## src/rtl/mem_bus_pkg.sv

```systemverilog
// Shared definitions for the data-port bus initiator.
// Contents:
//   SZ_*   access size encodings carried on req_size
//   IDLE / ACCESS / RESP / ERR   FSM state encodings (state_t)
package mem_bus_pkg;

    // Access size codes (loads use all five, stores only B/H/W)
    localparam logic [2:0] SZ_B  = 3'b000;
    localparam logic [2:0] SZ_H  = 3'b001;
    localparam logic [2:0] SZ_W  = 3'b011;
    localparam logic [2:0] SZ_BU = 3'b100;
    localparam logic [2:0] SZ_HU = 3'b101;

    // FSM state encoding
    typedef logic [1:0] state_t;
    localparam state_t IDLE   = 2'd0;
    localparam state_t ACCESS = 2'd1;
    localparam state_t RESP   = 2'd2;
    localparam state_t ERR    = 2'd3;

endpackage

```

## src/rtl/mem_dp_master_if.sv

```systemverilog
// Request/response handshake and Harvard data-port bus bundle.
// master modport: the initiator (mem_dp_master).
// slave modport:  the CPU-side requester plus the memory data port.
// Signals:
//   req_valid/req_ready/req_store/req_size/req_addr/req_wdata  request side
//   resp_valid/resp_data/resp_err                               response side
//   dp_address/writedata/byteenable/read_dp/write_dp            bus outputs
//   dp_readdata/stall                                           bus inputs
interface mem_dp_master_if;
    logic        req_valid;
    logic        req_ready;
    logic        req_store;
    logic [2:0]  req_size;
    logic [31:0] req_addr;
    logic [31:0] req_wdata;
    logic        resp_valid;
    logic [31:0] resp_data;
    logic        resp_err;
    logic [31:0] dp_address;
    logic [31:0] writedata;
    logic [3:0]  byteenable;
    logic        read_dp;
    logic        write_dp;
    logic [31:0] dp_readdata;
    logic        stall;

    modport master (
        input  req_valid, req_store, req_size, req_addr, req_wdata,
        input  dp_readdata, stall,
        output req_ready, resp_valid, resp_data, resp_err,
        output dp_address, writedata, byteenable, read_dp, write_dp
    );

    modport slave (
        output req_valid, req_store, req_size, req_addr, req_wdata,
        output dp_readdata, stall,
        input  req_ready, resp_valid, resp_data, resp_err,
        input  dp_address, writedata, byteenable, read_dp, write_dp
    );
endinterface

```

## src/rtl/lsu_lane_align.sv

```systemverilog
// Combinational lane logic for the data-port initiator.
// Ports:
//   store, size, addr_lo  access descriptor (addr_lo = byte address bits 1:0)
//   wdata                 right-justified store data
//   rdata                 word returned by the memory
//   byteenable            lane mask for the access
//   writedata             store data replicated across lanes
//   load_data             addressed lanes shifted down and extended
//   misaligned            access cannot be issued (alignment or illegal size)
module lsu_lane_align
    import mem_bus_pkg::*;
(
    input  logic        store,
    input  logic [2:0]  size,
    input  logic [1:0]  addr_lo,
    input  logic [31:0] wdata,
    input  logic [31:0] rdata,
    output logic [3:0]  byteenable,
    output logic [31:0] writedata,
    output logic [31:0] load_data,
    output logic        misaligned
);

    logic [31:0] shifted;

    // The unsigned size codes exist only for loads, so a store using them is
    // rejected the same way as an unknown code.
    always_comb begin
        shifted    = rdata >> {addr_lo, 3'b000};
        byteenable = 4'b0000;
        writedata  = 32'h0;
        load_data  = shifted;
        misaligned = 1'b1;
        case (size)
            SZ_B, SZ_BU: begin
                byteenable = 4'b0001 << addr_lo;
                writedata  = {4{wdata[7:0]}};
                load_data  = (size == SZ_B) ? {{24{shifted[7]}}, shifted[7:0]}
                                            : {24'h0, shifted[7:0]};
                misaligned = store && (size == SZ_BU);
            end
            SZ_H, SZ_HU: begin
                byteenable = addr_lo[1] ? 4'b1100 : 4'b0011;
                writedata  = {2{wdata[15:0]}};
                load_data  = (size == SZ_H) ? {{16{shifted[15]}}, shifted[15:0]}
                                            : {16'h0, shifted[15:0]};
                misaligned = addr_lo[0] || (store && (size == SZ_HU));
            end
            SZ_W: begin
                byteenable = 4'b1111;
                writedata  = wdata;
                load_data  = shifted;
                misaligned = (addr_lo != 2'b00);
            end
            default: ;
        endcase
    end

endmodule

```

## src/rtl/mem_dp_master.sv

```systemverilog
// Data-port bus initiator: one load/store at a time between the CPU memory
// stage and the Harvard memory data port.
// Ports:
//   clk   rising-edge clock
//   rst   synchronous active-high reset
//   bus   mem_dp_master_if master modport (request, response, memory bus)
module mem_dp_master
    import mem_bus_pkg::*;
(
    input logic            clk,
    input logic            rst,
    mem_dp_master_if.master bus
);

    state_t      state;
    logic        lat_store;
    logic [2:0]  lat_size;
    logic [31:0] lat_addr;
    logic [31:0] lat_wdata;
    logic [31:0] resp_data_q;
    logic        resp_err_q;

    logic        accept;
    logic        in_idle;
    logic        in_access;
    logic        al_store;
    logic [2:0]  al_size;
    logic [1:0]  al_addr_lo;
    logic [31:0] al_wdata;
    logic [3:0]  al_be;
    logic [31:0] al_wd;
    logic [31:0] al_load;
    logic        al_mis;

    assign in_idle   = (state == IDLE);
    assign in_access = (state == ACCESS);
    assign accept    = bus.req_valid & bus.req_ready;

    // In IDLE the lane logic looks at the live request so misalignment is
    // known at accept time; afterwards it works from the latched copy.
    assign al_store   = in_idle ? bus.req_store     : lat_store;
    assign al_size    = in_idle ? bus.req_size      : lat_size;
    assign al_addr_lo = in_idle ? bus.req_addr[1:0] : lat_addr[1:0];
    assign al_wdata   = in_idle ? bus.req_wdata     : lat_wdata;

    lsu_lane_align u_align (
        .store      (al_store),
        .size       (al_size),
        .addr_lo    (al_addr_lo),
        .wdata      (al_wdata),
        .rdata      (bus.dp_readdata),
        .byteenable (al_be),
        .writedata  (al_wd),
        .load_data  (al_load),
        .misaligned (al_mis)
    );

    // Bus outputs decode only from registered state and latched request, so
    // they stay bit-identical for the whole (possibly stalled) ACCESS period.
    assign bus.req_ready  = in_idle & ~rst;
    assign bus.dp_address = in_access ? {lat_addr[31:2], 2'b00} : 32'h0;
    assign bus.byteenable = in_access ? al_be : 4'b0000;
    assign bus.writedata  = (in_access & lat_store) ? al_wd : 32'h0;
    assign bus.read_dp    = in_access & ~lat_store;
    assign bus.write_dp   = in_access & lat_store;
    assign bus.resp_valid = (state == RESP) || (state == ERR);
    assign bus.resp_data  = resp_data_q;
    assign bus.resp_err   = resp_err_q;

    always_ff @(posedge clk) begin
        if (rst) begin
            state       <= IDLE;
            lat_store   <= 1'b0;
            lat_size    <= 3'b000;
            lat_addr    <= 32'h0;
            lat_wdata   <= 32'h0;
            resp_data_q <= 32'h0;
            resp_err_q  <= 1'b0;
        end else begin
            case (state)
                IDLE: begin
                    if (accept) begin
                        lat_store <= bus.req_store;
                        lat_size  <= bus.req_size;
                        lat_addr  <= bus.req_addr;
                        lat_wdata <= bus.req_wdata;
                        if (al_mis) begin
                            state       <= ERR;
                            resp_data_q <= 32'h0;
                            resp_err_q  <= 1'b1;
                        end else begin
                            state <= ACCESS;
                        end
                    end
                end
                ACCESS: begin
                    if (!bus.stall) begin
                        resp_data_q <= lat_store ? 32'h0 : al_load;
                        resp_err_q  <= 1'b0;
                        state       <= RESP;
                    end
                end
                RESP:    state <= IDLE;
                ERR:     state <= IDLE;
                default: state <= IDLE;
            endcase
        end
    end

endmodule

```

## src/flat_wrapper.sv

```systemverilog
// flat-port wrapper written by rule: the top's interface ports become plain ports
module mem_dp_master_flat import mem_bus_pkg::*;
  (clk, rst, bus_req_valid, bus_req_store, bus_req_size, bus_req_addr, bus_req_wdata, bus_dp_readdata, bus_stall, bus_req_ready, bus_resp_valid, bus_resp_data, bus_resp_err, bus_dp_address, bus_writedata, bus_byteenable, bus_read_dp, bus_write_dp);
  mem_dp_master_if bus_i ();
  input logic clk;
  input logic rst;
  input wire logic [$bits(bus_i.req_valid)-1:0] bus_req_valid;
  input wire logic [$bits(bus_i.req_store)-1:0] bus_req_store;
  input wire logic [$bits(bus_i.req_size)-1:0] bus_req_size;
  input wire logic [$bits(bus_i.req_addr)-1:0] bus_req_addr;
  input wire logic [$bits(bus_i.req_wdata)-1:0] bus_req_wdata;
  input wire logic [$bits(bus_i.dp_readdata)-1:0] bus_dp_readdata;
  input wire logic [$bits(bus_i.stall)-1:0] bus_stall;
  output wire logic [$bits(bus_i.req_ready)-1:0] bus_req_ready;
  output wire logic [$bits(bus_i.resp_valid)-1:0] bus_resp_valid;
  output wire logic [$bits(bus_i.resp_data)-1:0] bus_resp_data;
  output wire logic [$bits(bus_i.resp_err)-1:0] bus_resp_err;
  output wire logic [$bits(bus_i.dp_address)-1:0] bus_dp_address;
  output wire logic [$bits(bus_i.writedata)-1:0] bus_writedata;
  output wire logic [$bits(bus_i.byteenable)-1:0] bus_byteenable;
  output wire logic [$bits(bus_i.read_dp)-1:0] bus_read_dp;
  output wire logic [$bits(bus_i.write_dp)-1:0] bus_write_dp;
  assign bus_i.req_valid = bus_req_valid;
  assign bus_i.req_store = bus_req_store;
  assign bus_i.req_size = bus_req_size;
  assign bus_i.req_addr = bus_req_addr;
  assign bus_i.req_wdata = bus_req_wdata;
  assign bus_i.dp_readdata = bus_dp_readdata;
  assign bus_i.stall = bus_stall;
  assign bus_req_ready = bus_i.req_ready;
  assign bus_resp_valid = bus_i.resp_valid;
  assign bus_resp_data = bus_i.resp_data;
  assign bus_resp_err = bus_i.resp_err;
  assign bus_dp_address = bus_i.dp_address;
  assign bus_writedata = bus_i.writedata;
  assign bus_byteenable = bus_i.byteenable;
  assign bus_read_dp = bus_i.read_dp;
  assign bus_write_dp = bus_i.write_dp;
  mem_dp_master u_core (.clk(clk), .rst(rst), .bus(bus_i));
endmodule
```

## config.mk

```make
export PLATFORM = sky130hd
export DESIGN_NAME = mem_dp_master_flat
export DESIGN_NICKNAME = d
export VERILOG_FILES = /design/src/rtl/mem_bus_pkg.sv /design/src/rtl/mem_dp_master_if.sv /design/src/rtl/lsu_lane_align.sv /design/src/rtl/mem_dp_master.sv /design/src/flat_wrapper.sv
export SDC_FILE = /design/constraint.sdc
export NUM_CORES = 1
export LEC_CHECK = 0
export CAP_MARGIN = 15
export CORE_MARGIN = 3
export CORE_UTILIZATION = 48
export CTS_BUF_LIST = sky130_fd_sc_hd__clkbuf_16
export DETAILED_ROUTE_END_ITERATION = 12
export HOLD_SLACK_MARGIN = 0.03
export PLACE_DENSITY = 0.87
export SYNTH_ARGS = -nofsm -noshare
export SYNTH_HDL_FRONTEND = slang
export SYNTH_SLANG_ARGS = --single-unit
```

## constraint.sdc

```tcl
create_clock -name clk -period 5.5 [get_ports clk]
set_input_delay 1.1 -clock clk [delete_from_list [all_inputs] [get_ports clk]]
set_output_delay 1.1 -clock clk [all_outputs]
set_load 0.005 [all_outputs]
```

==> Word-level counts from Yosys, hierarchy flattened <==
Cells that the tools add are included.
{ "classes": {"muxes": 27, "shifts": 2, "eq_ne": 10, "n_reduce_logical": 14, "n_div": 0, "bitwise_logic": 6, "n_addsub": 0, "multipliers": 0, "n_lt_le_gt_ge": 0} }
{ "ops": {"columns": ["cell", "n"], "rows": [
  ["$mux 32", 9],
  ["$pmux 32 s2", 2],
  ["$pmux 32 s3", 1],
  ["$shr 32x5->32", 1],
  ["$pmux 4 s3", 1],
  ["$mux 2", 4],
  ["$mux 4", 2],
  ["$eq 3x3->1 const B", 2],
  ["$pmux 2 s3", 1],
  ["$reduce_or 2->1", 3],
  ["$and 1x1->1", 4],
  ["$eq 2x2->1 const B", 2],
  ["$mux 1", 4],
  ["$ne 2x2->1 const B", 2],
  ["$reduce_and 2->1", 2],
  ["$reduce_and 4->1", 1],
  ["$reduce_bool 2->1", 2],
  ["$shl 1x2->4 const A", 1],
  ["$eq 3x1->1 const B", 1],
  ["$eq 3x2->1 const B", 1],
  ["$logic_not 3->1", 1],
  ["$mux 3", 1],
  ["$pmux 1 s3", 1],
  ["$eq 2x1->1 const B", 1],
  ["6 further kinds", 9]
]} }
{ "totals": {"n_memories": 0, "reg_bits": 103, "wordCells": 66, "ramBits": 0, "in_bits": 104, "mem_bits_ro": 0, "latch_bits": 0} }

==> Longest topological paths before layout <==
Gate-level depths: netlist of run 1.
{ "logic_depth": {"depth_word": 9, "ltp_mapped": 10, "mapped_depth_nobuf": 6} }

==> By module <==
Synthesis of run 1 repeated with hierarchy kept, for this count alone.
{ "unflattened": {"cells_unflattened": 698, "area_unflattened_um2": 5740.5} }
{ "by_module_without_submodules": {"columns": ["module", "cells_each", "area_each_um2", "instances"], "rows": [
  ["mem_dp_master", 508, 4429.2, 1],
  ["lsu_lane_align", 190, 1311.3, 1]
]} }

==> Least setup slack after synthesis of run 1 <==
No wires, ideal clock.
{ "synth_timing": {"path_type": "input to output", "startpoint": "in bus_req_size[2]", "endpoint": "out bus_writedata[10]", "slack_ns": 1.989, "t_arrival_ns": 2.411, "stages": 7, "required_time_ns": 4.400, "path_buffers": 1, "path_cell_list": "or4b_1 -> a21bo_1 -> nand2_1 -> and2_1 -> clkbuf_1 -> nor2_1 -> o21a_1"} }
{ "synth_between": {"elab_chain_len": 5} }
{ "synth_lines": {"columns": ["item", "line_no", "text"], "rows": [
  ["start, declared", "flat_wrapper.sv:9", "input wire logic [$bits(bus_i.req_size)-1:0] bus_req_size;"],
  ["$mux 3 (*)", "mem_dp_master.sv:42", "assign al_size = in_idle ? bus.req_size : lat_size;"],
  ["$eq 3x1->1 (tied with other cells)", "lsu_lane_align.sv:34", "case (size)"],
  ["$reduce_or 2->1", "lsu_lane_align.sv:34", null],
  ["$pmux 32 s3 (*)", "lsu_lane_align.sv:34", null],
  ["$mux 32 (*)", "mem_dp_master.sv:63", "assign bus.writedata = (in_access & lat_store) ? al_wd : 32'h0;"],
  ["end, declared", "flat_wrapper.sv:19", "output wire logic [$bits(bus_i.writedata)-1:0] bus_writedata;"]
]} }
Mark *: on every way between the ends. The rest lies on a longest branch, timed or not.

==> Final worst setup path of run 1 <==
{ "layout_timing": {"startpoint": "in bus_req_size[0]", "endpoint": "out bus_writedata[8]"} }
The elaborated chain is that of the path after synthesis.

==> results by stage, run 1 <==
Global route:
- The initial antenna violation count came to 0.
- The maximum number of pins on one net before global-route repair is 69.
- The sum of overflow across all layers after global routing is 0.
- The aggregate global-route resource usage is 28.2%.
- The first-pass GRT wire length is between 20 and 30 mm.
- The via count of the first global-routing pass is roughly 5,600.

Worst setup path:
- The category of the most critical setup path is input port to primary output.
- The startpoint of the worst-slack reg-to-reg timing path is u_core.state[1]$_SDFFE_PP0P_.
- Setup slack on the worst reg-to-reg path comes out at ~2.7 ns.
- The startpoint of the worst setup timing path is bus_req_size[0].
- The worst setup path is launched from an input port.
- The largest fanout of any net on the critical path is 22.
- The kind of end point of the critical path is a primary output.
- The combined buffer and inverter count along the critical path is 2.
- At the worst endpoint, the arrival time is between 4 and 5 ns.
- The maximum single-stage delay on the critical path is ~0.55 ns.
- On the critical path the largest part of the delay comes from simple AND/OR/NAND/NOR gates.
- The signal on the critical path passes through clkdlybuf4s50_1 -> or4b_1 -> a21bo_1 -> nand2_1 -> and2_1 -> nor2_1 -> o21a_1 -> clkdlybuf4s50_1.
- The slowest library cell on the worst path is sky130_fd_sc_hd__clkdlybuf4s50_1.
- In this run the critical register-to-register path is captured at u_core.bus.resp_data[18]$_SDFFE_PP0P_.
- The number of cells on the worst reg-to-reg path is 7.
- The most numerous cell type found on the critical path is sky130_fd_sc_hd__clkdlybuf4s50_1.
- At the worst endpoint, the required time is approximately 4.4 ns.

Yosys:
- Ranked by total cell area, the synthesized netlist is headed by sky130_fd_sc_hd__dfxtp_1 (38%), sky130_fd_sc_hd__nand2_1 (12%), sky130_fd_sc_hd__a21oi_1 (9.0%), sky130_fd_sc_hd__mux2i_1 (7.8%), sky130_fd_sc_hd__nor2_1 (4.8%).
- After synthesis, flip-flops and latches occupy about two fifths of the total area.
- sky130_fd_sc_hd__dfxtp_1 takes more of the synthesized area than any other cell.
- The most instantiated flip-flop cell in the synthesis netlist is sky130_fd_sc_hd__dfxtp_1.
- The summed instance area of the synthesized netlist is approximately 0.0054 mm2.
- Counting flops and latches in the post-synthesis netlist gives ~100.
- The number of synthesis warnings is 0.
- The netlist uses between 40 and 50 different library cells.
- The share of flip-flops with an asynchronous set or reset after synthesis is 0%.
- The number of enable-type register cells in the synthesized netlist is 0.
- Each instance of the synthesized netlist takes up on average slightly below 8 um2.
- The library cell with the highest instance count after synthesis is sky130_fd_sc_hd__nand2_1.
- Synthesis handed over a netlist of roughly 700 instances.
- After synthesis, the most frequently instantiated cells are sky130_fd_sc_hd__nand2_1 (165), sky130_fd_sc_hd__dfxtp_1 (103), sky130_fd_sc_hd__a21oi_1 (97).
- After synthesis, the largest area contributor takes up around two fifths of total cell area.

Timing:
- Based on the critical path, the design can be clocked at up to between 0.15 and 0.2 GHz.
- Setup repair after global routing left no endpoint under its margin.
- The hold violation total from the final report is 0.
- The final number of max-transition violations was 0.
- The accumulated negative setup slack is 0 ns.
- The worst clock skew is 0.00620 ns.
- The worst pin sits at a relative slew slack of 41.6%.
- Setup violations remaining at the end of the flow were counted as 0.
- The final critical-path required period is around 5.2 ns.
- For the pin with the worst max-slew slack, the measured transition is ~0.88 ns.
- The share of the cycle needed by the critical path after routing is ~94%.
- The post-route worst hold slack is around 0.45 ns.

Power:
- Internal power comes to roughly 1300 uW.
- The power share of the clock group is roughly 30%.
- The portion of total power attributed to sequential cells is 43.0%.
- After layout, the design draws a total of about 1900 uW.
- The switching part of the total power is between 30% and 40%.
- Of the total power, combinational logic draws between 20% and 30%.
- The leakage power is about 0.003 uW.
- The net switching power is between 500 and 600 uW.
- The worst-case vdd ir drop is 0.000179 V.
- The power per unit of standard cell area is approximately 250 mW/mm2.

Clock network:
- Once the clock tree was built, the resizer swapped 0 gates to a different size.
- In this run, CTS created clock tree buffers numbering 9.
- The library cell used as clock root buffer is sky130_fd_sc_hd__clkbuf_16.
- The clock passes through at most 2 buffers.
- The hold buffer count at CTS is 0.
- The number of H-tree levels is 3.
- The count of clock tree sinks is roughly 100.
- The clock slew at the register clock pins of the worst setup and hold paths is ~0.060 ns.
- The CTS tree is done.
- The clock network latency to the later pin of the worst-skew pair is around 0.34 ns.
- The post-CTS setup buffer count is 0.

Placement:
- In this run the cell area measured after placement is 0.00742 mm2.
- The congestion estimate from routability-driven global placement came to just over 0.9.
- The HPWL after detailed placement is ~13 mm.
- Buffers placed on the I/O ports in this run total slightly above 200.

Die:
- For this design the top-level I/O count stands at 209.
- After floorplanning, the core was sized to cover between 0.01 and 0.015 mm2.
- After floorplanning, the core was divided into 38 placement rows.
- The die covers 0.0125 mm2.
- The x dimension of the die is ~110 um.
- The starting utilization of the core area is about half.
- The die is about 110 um tall.

Route:
- In the final routed layout, each cell accounts on average for between 15 and 20 um.
- The count of nets left with antenna violations after detail routing is 0.
- The number of violations reported at the end of detailed-routing iteration 0 is 442.
- The detailed-router iteration count before antenna repair is 5.
- The wire length after detailed routing is 17.9 mm.
- Dividing the detail-routed via count by the number of cells gives about 5.7.
- The number of vias after detailed routing is 5,736.
- The DRC violations left is 0.

Min path:
- The min-delay analysis places its worst path in the category flop to flop.
- The end point of the worst hold path is u_core.lat_addr[21]$_SDFFE_PP0P_.
- The worst hold path passes through 2 cells.
- In this run the most critical hold path is launched from u_core.lat_addr[21]$_SDFFE_PP0P_.

Final layout:
- The number of antenna repair diodes is 0.
- The final layout contains slightly below 1,000 nets.
- The final cell utilization of the core is 70.8%.
- In the final layout, the share of cells above drive strength 1 is roughly 5.4%.
- The summed area of non-filler cells in the final layout is 0.00771 mm2.
- From synthesis to final layout, the design area changed by 43.2%.

Flow run:
- The max-cap violation count is 0.

Status:
- The flow ran to the end, and the final reports show no timing, DRC or antenna violations.
## power by group through the flow
stage | clock network (uW) | registers [uW] | logic, uW
global route | 609 | 816 | 550
detailed placement | 0 | 828 | 498
finish | 568 | 812 | 508
floorplan | 0 | 819 | 307
global placement | 0 | 825 | 490
CTS | 580 | 811 | 501
## tightest hold or removal path: stages, from the launching register on
cell and delay (ns):
sky130_fd_sc_hd__dfxtp_1 0.31, sky130_fd_sc_hd__nand2_1 0.05, sky130_fd_sc_hd__a21oi_1 0.05
## worst max path at each step
stage	to	cells after the start
2_1_floorplan	bus_writedata[10]	7
3_3_place_gp	bus_writedata[14]	8
3_5_place_dp	bus_writedata[8]	8
4_1_cts	bus_writedata[8]	8
5_1_grt	bus_writedata[8]	8
6_report	bus_writedata[8]	8
## routing by layer
metal,track usage [%],wire length (um)
met1,35.0,7350
met2,47.9,8630
met3,6.90,1560
met4,9.41,412
met5,0,0
## state kept, by name, summed over array words and instances, names as in the netlist
signal                flops
u_core.bus.resp_data     32
u_core.bus.resp_err       1
u_core.lat_addr          32
u_core.lat_size           3
u_core.lat_store          1
u_core.lat_wdata         32
u_core.state              2
## cells by family (layout without fill, tap and decap cells)
kind of cell / after synthesis / after routing / share of synthesized area (%)
buffers and inverters: 61 / 235 / 5.42
and+or+nand+nor: 295 / 295 / 23.8
other: 1 / 2 / 0.0697
AOI/OAI and AO/OA: 188 / 188 / 22.7
muxes: 51 / 51 / 9.70
DFF: 103 / 103 / 38.3
## cell usage in the layout (no fill, tap or decap), types with 2 or more instances in the layout
cell type	count
sky130_fd_sc_hd__a31oi_1	2
sky130_fd_sc_hd__a22o_1	16
sky130_fd_sc_hd__o21ai_2	2
sky130_fd_sc_hd__nor3_1	7
sky130_fd_sc_hd__a21o_1	2
sky130_fd_sc_hd__or2_1	2
sky130_fd_sc_hd__a211o_1	7
sky130_fd_sc_hd__and2_1	32
sky130_fd_sc_hd__nand2_1	164
sky130_fd_sc_hd__nor2_4	2
sky130_fd_sc_hd__clkdlybuf4s50_1	205
sky130_fd_sc_hd__nand3b_1	2
sky130_fd_sc_hd__buf_4	9
sky130_fd_sc_hd__mux2_2	9
sky130_fd_sc_hd__clkinv_2	2
sky130_fd_sc_hd__a211oi_1	3
sky130_fd_sc_hd__o21ai_0	13
sky130_fd_sc_hd__clkbuf_16	9
sky130_fd_sc_hd__conb_1	2
sky130_fd_sc_hd__o2bb2ai_1	8
sky130_fd_sc_hd__a21oi_1	97
sky130_fd_sc_hd__nand2b_1	5
sky130_fd_sc_hd__o22a_1	8
sky130_fd_sc_hd__dfxtp_1	103
sky130_fd_sc_hd__a2bb2oi_1	7
sky130_fd_sc_hd__o21ai_1	2
sky130_fd_sc_hd__or4b_1	2
sky130_fd_sc_hd__clkinv_1	2
sky130_fd_sc_hd__nor2_1	69
sky130_fd_sc_hd__inv_1	5
sky130_fd_sc_hd__mux2i_1	41
sky130_fd_sc_hd__o21a_1	10
## through the flow
step                      setup WS [ns]  cells
after floorplan                    1.99    700
after global placement            0.445    996
after detailed placement          0.356    996
after CTS                         0.349   1012
after global routing              0.163   1014
final                             0.330   1014
## cell type report
cell class | instances | area (um2)
clock buffer | 9 | 225
multi-input combinational | 536 | 3060
tap | 140 | 175
fill | 860 | 3180
sequential | 103 | 2060
timing repair buffer | 216 | 2140
clock inverter | 7 | 32.5
inverter | 3 | 11.3
Note: power is estimated with default switching activity, not from simulation.
==> run 2: changes to the inputs <==
--- a/config.mk
+++ b/config.mk
@@ -8,7 +8,6 @@
 export CAP_MARGIN = 15
 export CORE_MARGIN = 3
 export CORE_UTILIZATION = 48
-export CTS_BUF_LIST = sky130_fd_sc_hd__clkbuf_16
 export DETAILED_ROUTE_END_ITERATION = 12
 export HOLD_SLACK_MARGIN = 0.03
 export PLACE_DENSITY = 0.87
==> run 2 against run 1 <==
Compared with the run above:
- count of clock-buffer cells in the layout rose by 4
- register-to-register slack improved by 0.02 ns
- largest cell class unchanged
- utilization fell by 0.75 points
- setup slack got worse by 0.023 ns
==> results by stage, run 2 (synthesis gave the netlist of run 1 again) <==
Global route:
- The maximum number of pins on one net before global-route repair is 69 (unchanged).
- The via count of the first global-routing pass is 5,610 (-0.41%).
- The aggregate global-route resource usage is 27.8% (-0.40 points).
- The sum of overflow across all layers after global routing was 0 (unchanged).
- The first-pass GRT wire length was 28.4 mm (-1.1%).
- The initial antenna violation count is 0 (unchanged).

Route:
- The wire length after detailed routing was 17.7 mm (-1.3%).
- The detailed-router iteration count before antenna repair was 6 (+1).
- The count of nets left with antenna violations after detail routing is 0 (unchanged).
- The number of violations reported at the end of detailed-routing iteration 0 came to 429 (-2.9%).
- The mean routed wirelength per cell is 17.5 um (-1.3%).
- The DRC violations left is 0 (unchanged).
- The average via count per standard cell was 5.64 (-0.30%).
- The number of vias after detailed routing came to 5,719 (-0.30%).

Power:
- The power per unit of standard cell area is 231 mW/mm2 (-5.8%).
- The total power draw came to 1760 uW (-6.8%).
- The leakage power is 0.00291 uW (-1.5%).
- The worst-case vdd ir drop was 0.000117 V (-35%).

Timing:
- The accumulated negative setup slack was 0 ns (unchanged).
- The final critical-path required period is 5.19 ns (+0.0226 ns).
- The post-route worst hold slack is 0.454 ns (+0.00364 ns).
- The share of the cycle needed by the critical path after routing was 94.4% (+0.41 points).
- The hold violation total from the final report is 0 (unchanged).
- The worst clock skew is 0.0131 ns (+0.00687 ns).
- The pin slew with the least headroom to its limit is 0.841 ns (-0.0339 ns).
- The count of final setup violators was 0 (unchanged).
- The fmax is 0.193 GHz (-0.44%).
- The worst slew margin relative to its limit is 43.9% (+2.3 points).
- Setup repair after global routing left no endpoint under its margin.
- The final number of max-transition violations was 0 (unchanged).

Worst setup path:
- The largest fanout of any net on the critical path was 22 (unchanged).
- The signal arrival time at the worst endpoint is 4.09 ns (+0.02 ns).
- The kind of end point of the critical path is a primary output.
- The slack of the worst reg-to-reg path is 2.71 ns (+0.02 ns).
- The category of the most critical setup path is input port to primary output.
- The number of cells on the worst reg-to-reg path came to 7 (unchanged).
- The startpoint type of the worst setup path is an input port.
- The required time of the critical path is 4.40 ns (about the same).

Final layout:
- The area growth from synthesis to layout is 41.7%.
- The net count of the finished layout is 973 (unchanged).
- The register cell area after layout is 0.00206 mm2 (unchanged).
- The layout filler cell count was 878 (+2.1%).
- The area of the multi-input gates was 0.00306 mm2 (unchanged).
- The library cell used most frequently in the layout, excluding fill and tap cells, is sky130_fd_sc_hd__clkdlybuf4s50_1.
- The number of antenna repair diodes came to 0 (unchanged).
- The final cell utilization of the core was 70.0% (-0.75 points).
- The share of final-layout standard cells stronger than drive strength 1 is 5.61% (+0.23 points).
- The library cells used most frequently in the layout, excluding fill and tap cells, are sky130_fd_sc_hd__clkdlybuf4s50_1 (205), sky130_fd_sc_hd__nand2_1 (164), sky130_fd_sc_hd__dfxtp_1 (103).

Clock network:
- The hold buffer count at CTS is 0 (unchanged).
- The number of H-tree levels is 3 (unchanged).
- The clock network latency to the later pin of the worst-skew pair is 0.38 ns (+0.04 ns).
- The count of clock tree sinks was 103 (unchanged).
- The maximum clock path buffer count is 2 (unchanged).
- The count of cells resized by post-cts repair is 0 (unchanged).
- The post-CTS setup buffer count is 0 (unchanged).
- The library cell used as clock root buffer is sky130_fd_sc_hd__clkbuf_8.
- The clock slew at the register clock pins of the worst setup and hold paths is 0.09 ns (+0.03 ns).
- The number of clock buffers inserted by TritonCTS is 9 (unchanged).
- The CTS tree is done.

Die:
- The row count is 38 (unchanged).
- The overall die area is 0.0125 mm2 (unchanged).
- The starting utilization of the core area came to 49.4% (unchanged).
- The x dimension of the die came to 112 um (unchanged).
- The core area was 0.0109 mm2 (unchanged).
- The top-level port count is 209 (unchanged).
- The height of the die came to 112 um (unchanged).

Min path:
- The depth of the worst hold-timing path is 2 (unchanged).
- The worst min-delay path category is flop to flop.

Placement:
- The HPWL after detailed placement is 12.8 mm (unchanged).
- The routability congestion estimate came to 0.929 (unchanged).
- The count of input and output buffers is 206 (unchanged).

Flow run:
- The max-cap violation count is 0 (unchanged).

Status:
- The flow ran to the end, and the final reports show no timing, DRC or antenna violations.
-- run 2: changes by cell type in the layout (fill, tap and decap cells not counted) --
cell,before,now
sky130_fd_sc_hd__clkbuf_8,0,11
sky130_fd_sc_hd__clkbuf_1,0,2
sky130_fd_sc_hd__clkbuf_16,9,0
sky130_fd_sc_hd__inv_1,5,3
sky130_fd_sc_hd__clkinv_1,2,0
-- run 2: stage by stage --
stage          cells  worst slack [ns]  area (um2)
4_1_cts         1012             0.349        7600
3_3_place_gp     996             0.445        7420
3_5_place_dp     996             0.356        7420
6_report        1014             0.307        7620
2_1_floorplan    700              1.99        5380
5_1_grt         1014             0.163        7620
-- run 2: final cells by class --
type | instances | area share (%)
Clock inverter | 3 | 0.230
Inverter | 3 | 0.148
Sequential cell | 103 | 27.0
Clock buffer | 13 | 2.08
Multi-Input combinational cell | 536 | 40.1
Timing Repair Buffer | 216 | 28.1
Tap cell | 140 | 2.30
-- run 2: worst paths after layout --
check,start,endpoint
setup / recovery,bus_req_size[0],bus_writedata[8]
hold / removal,u_core.lat_addr[21]$_SDFFE_PP0P_,u_core.lat_addr[21]$_SDFFE_PP0P_
setup reg to reg,u_core.state[1]$_SDFFE_PP0P_,u_core.bus.resp_data[18]$_SDFFE_PP0P_
hold reg to reg,u_core.lat_addr[21]$_SDFFE_PP0P_,u_core.lat_addr[21]$_SDFFE_PP0P_
-- run 2: critical path: stages --
cell and delay (ns):
sky130_fd_sc_hd__clkdlybuf4s50_1 0.55, sky130_fd_sc_hd__or4b_1 0.47, sky130_fd_sc_hd__a21bo_1 0.26, sky130_fd_sc_hd__nand2_1 0.49
sky130_fd_sc_hd__and2_1 0.43, sky130_fd_sc_hd__nor2_1 0.15, sky130_fd_sc_hd__o21a_1 0.13, sky130_fd_sc_hd__clkdlybuf4s50_1 0.50
-- run 2: report_power, final --
| part | total (uW) | internal, uW | leakage [uW] | switching, uW |
|---|---|---|---|---|
| logic | 506 | 234 | 0.00199 | 273 |
| registers | 811 | 784 | 0.000838 | 26.8 |
| clock network | 444 | 189 | 0.0000894 | 255 |
-- run 2: per-layer routing --
layer	track usage (%)	wire length [um]	part of all wire, %
met1	34.6	7250	41
met2	47.2	8420	48
met3	6.90	1570	8.9
met4	8.84	464	2.6
met5	0	0	0
==> run 3: changes to the inputs <==
--- a/config.mk
+++ b/config.mk
@@ -9,6 +9,7 @@
 export CORE_MARGIN = 3
 export CORE_UTILIZATION = 48
 export DETAILED_ROUTE_END_ITERATION = 12
+export GPL_TIMING_DRIVEN = 0
 export HOLD_SLACK_MARGIN = 0.03
 export PLACE_DENSITY = 0.87
 export SYNTH_ARGS = -nofsm -noshare
==> run 3 against run 2 <==
Compared with the run above:
- final cell count increased by 4.7%
- first-iteration DRC count increased by 30%
- utilization increased by 1.9 points
- critical path depth increased by 1
- wire length increased by 2.6%
- clock power increased by 14%
- power increased by 4.8%
- sequential power decreased by 0.6%
- non-clock buffer count increased by 48
==> results by stage, run 3 (synthesis gave the netlist of run 1 again) <==
Worst setup path:
- The required time of the critical path is 4.40 ns (about the same).
- The startpoint type of the worst setup path is an input port.
- The slack of the worst reg-to-reg path was 2.89 ns (+0.18 ns).
- The maximum single-stage delay on the critical path is 0.55 ns (about the same).
- The signal arrival time at the worst endpoint is 3.73 ns (-0.36 ns).
- The worst register-to-register path ends at u_core.bus.resp_data[10]$_SDFFE_PP0P_.
- The worst setup path is captured at a primary output.
- The category of the most critical setup path is input port to primary output.
- The largest fanout of any net on the critical path is 10 (-55%).
- The startpoint identified for the worst register-to-register timing path is u_core.state[1]$_SDFFE_PP0P_.
- The number of cells on the worst reg-to-reg path came to 7 (unchanged).
- Traced cell by cell, the critical path runs through clkdlybuf4s50_1 -> or4b_1 -> a21bo_1 -> nand2_1 -> clkbuf_1 -> a21oi_1 -> nor3_1 -> nor2_1 -> clkdlybuf4s50_1.
- The most numerous cell type found on the critical path is sky130_fd_sc_hd__clkdlybuf4s50_1.
- The largest individual stage delay along the critical path comes from the cell sky130_fd_sc_hd__or4b_1.

Timing:
- The fmax came to 0.207 GHz (+7.5%).
- Setup repair after global routing left no endpoint under its margin.
- The accumulated negative setup slack is 0 ns (unchanged).
- The worst slew margin relative to its limit is 50.2% (+6.3 points).
- The share of the cycle needed by the critical path after routing is 87.8% (-6.6 points).
- The worst clock skew is 0.0106 ns (-0.00250 ns).
- The final critical-path required period is 4.83 ns (-0.361 ns).
- The final number of max-transition violations is 0 (unchanged).
- The hold violation total from the final report is 0 (unchanged).
- The count of final setup violators is 0 (unchanged).
- The pin slew with the least headroom to its limit came to 0.727 ns (-0.115 ns).

Die:
- The core area is 0.0109 mm2 (unchanged).
- The height of the die came to 112 um (unchanged).
- The overall die area is 0.0125 mm2 (unchanged).
- The top-level port count came to 209 (unchanged).
- The x dimension of the die came to 112 um (unchanged).
- The starting utilization of the core area is 49.4% (unchanged).
- The row count is 38 (unchanged).

Clock network:
- TritonCTS built the clock tree.
- The count of clock tree sinks is 103 (unchanged).
- The maximum clock path buffer count was 2 (unchanged).
- The clock slew at the register clock pins of the worst setup and hold paths came to 0.10 ns (about the same).
- The post-CTS setup buffer count is 0 (unchanged).
- The number of H-tree levels is 3 (unchanged).
- The hold buffer count at CTS is 0 (unchanged).
- The library cell used as clock root buffer is sky130_fd_sc_hd__clkbuf_8.
- The number of clock buffers inserted by TritonCTS came to 9 (unchanged).
- The clock network latency to the later pin of the worst-skew pair is 0.37 ns (about the same).
- The count of cells resized by post-cts repair came to 0 (unchanged).

Route:
- The count of nets left with antenna violations after detail routing is 0 (unchanged).
- The detailed-router iteration count before antenna repair is 5 (-1).
- The mean routed wirelength per cell came to 17.1 um (-2.0%).
- The wire length after detailed routing was 18.2 mm (+2.6%).
- The number of vias after detailed routing is 5,874 (+2.7%).
- The DRC violations left came to 0 (unchanged).
- The number of violations reported at the end of detailed-routing iteration 0 is 557 (+30%).
- The average via count per standard cell is 5.53 (-1.9%).

Global route:
- The maximum number of pins on one net before global-route repair is 19 (-72%).
- The first-pass GRT wire length is 28.6 mm (+0.70%).
- The sum of overflow across all layers after global routing came to 0 (unchanged).
- The via count of the first global-routing pass is 5,480 (-2.3%).
- The initial antenna violation count was 0 (unchanged).
- The aggregate global-route resource usage is 28.1% (+0.29 points).

Placement:
- The count of input and output buffers is 206 (unchanged).
- The placed instance area is 0.00762 mm2 (+2.7%).
- The routability congestion estimate came to 0.916 (-1.4%).
- The HPWL after detailed placement came to 13.8 mm (+7.8%).

Final layout:
- The area of the multi-input gates is 0.00303 mm2 (-0.82%).
- The number of antenna repair diodes is 0 (unchanged).
- The register cell area after layout is 0.00206 mm2 (unchanged).
- The top cell types in the final layout, fill and taps aside, are sky130_fd_sc_hd__clkdlybuf4s50_1 (206), sky130_fd_sc_hd__nand2_1 (165), sky130_fd_sc_hd__dfxtp_1 (103).
- Relative to the synthesized area, the layout overhead comes to 45.5%.
- The leading cell type in the layout, fill and taps excluded is sky130_fd_sc_hd__clkdlybuf4s50_1.
- The share of final-layout standard cells stronger than drive strength 1 is 6.40% (+0.79 points).
- The final cell utilization of the core is 71.9% (+1.9 points).
- The summed area of non-filler cells in the final layout is 0.00783 mm2 (+2.6%).
- The net count of the finished layout came to 1,021 (+4.9%).
- The layout filler cell count is 883 (+0.57%).

Status:
- The flow ran to the end, and the final reports show no timing, DRC or antenna violations.

Min path:
- The depth of the worst hold-timing path came to 2 (unchanged).
- In this run the most critical hold path is launched from u_core.lat_addr[24]$_SDFFE_PP0P_.
- The worst hold path terminates at u_core.lat_addr[24]$_SDFFE_PP0P_.
- The min-delay analysis places its worst path in the category flop to flop.

Power:
- The leakage power was 0.00303 uW (+3.9%).
- The worst-case vdd ir drop is 0.000161 V (+38%).
- The power per unit of standard cell area is 236 mW/mm2 (+2.1%).

Flow run:
- The max-cap violation count came to 0 (unchanged).
## run 3: layout make-up
class	instances	area share (%)
well taps	140	2.24
clock buffers	9	1.58
inverters	3	0.144
clock inverters	7	1.04
plain buffers	58	3.58
flip-flops and latches	103	26.3
multi-input cells	536	38.7
repair buffers	206	26.3
## run 3: worst max path at each step
stage / start / endpoint / cells after the start
floorplan: bus_req_size[2] / bus_writedata[10] / 7
global placement: bus_req_size[2] / bus_writedata[30] / 9
detailed placement: bus_req_size[2] / bus_writedata[16] / 8
CTS: bus_req_size[2] / bus_writedata[30] / 9
global route: bus_req_size[2] / bus_writedata[30] / 9
finish: bus_req_size[2] / bus_writedata[30] / 9
## run 3: critical path: cells and delay by family
| family | cells | cell delay (ns) |
|---|---|---|
| AO/OA/AOI/OAI | 2 | 0.48 |
| buffers and inverters | 3 | 1.26 |
| AND/OR/NAND/NOR | 4 | 0.88 |
## run 3: routing by layer
layer  track usage, %  up-vias  wire length, um
met4             8.52        0              380
met1             36.4     2724             7400
li1                 -     2821                -
met3             6.52       26             1850
met2             46.6      303             8540
met5                0        -                0
## run 3: power breakdown
| part | internal, uW | switching, uW |
|---|---|---|
| Clock | 217 | 290 |
| Sequential | 784 | 21.7 |
| Combinational | 245 | 288 |
| Total | 1250 | 599 |
## run 3: through the flow
| stage | hold slack, ns | setup slack (ns) | power (uW) | std cells |
|---|---|---|---|---|
| after floorplan | 0.432 | 1.99 | 1130 | 700 |
| after global placement | 0.437 | 0.705 | 1340 | 1046 |
| final | 0.456 | 0.669 | 1850 | 1062 |
| after global routing | 0.471 | 0.575 | 1930 | 1062 |
| after detailed placement | 0.442 | 0.704 | 1350 | 1046 |
| after CTS | 0.457 | 0.707 | 1840 | 1062 |
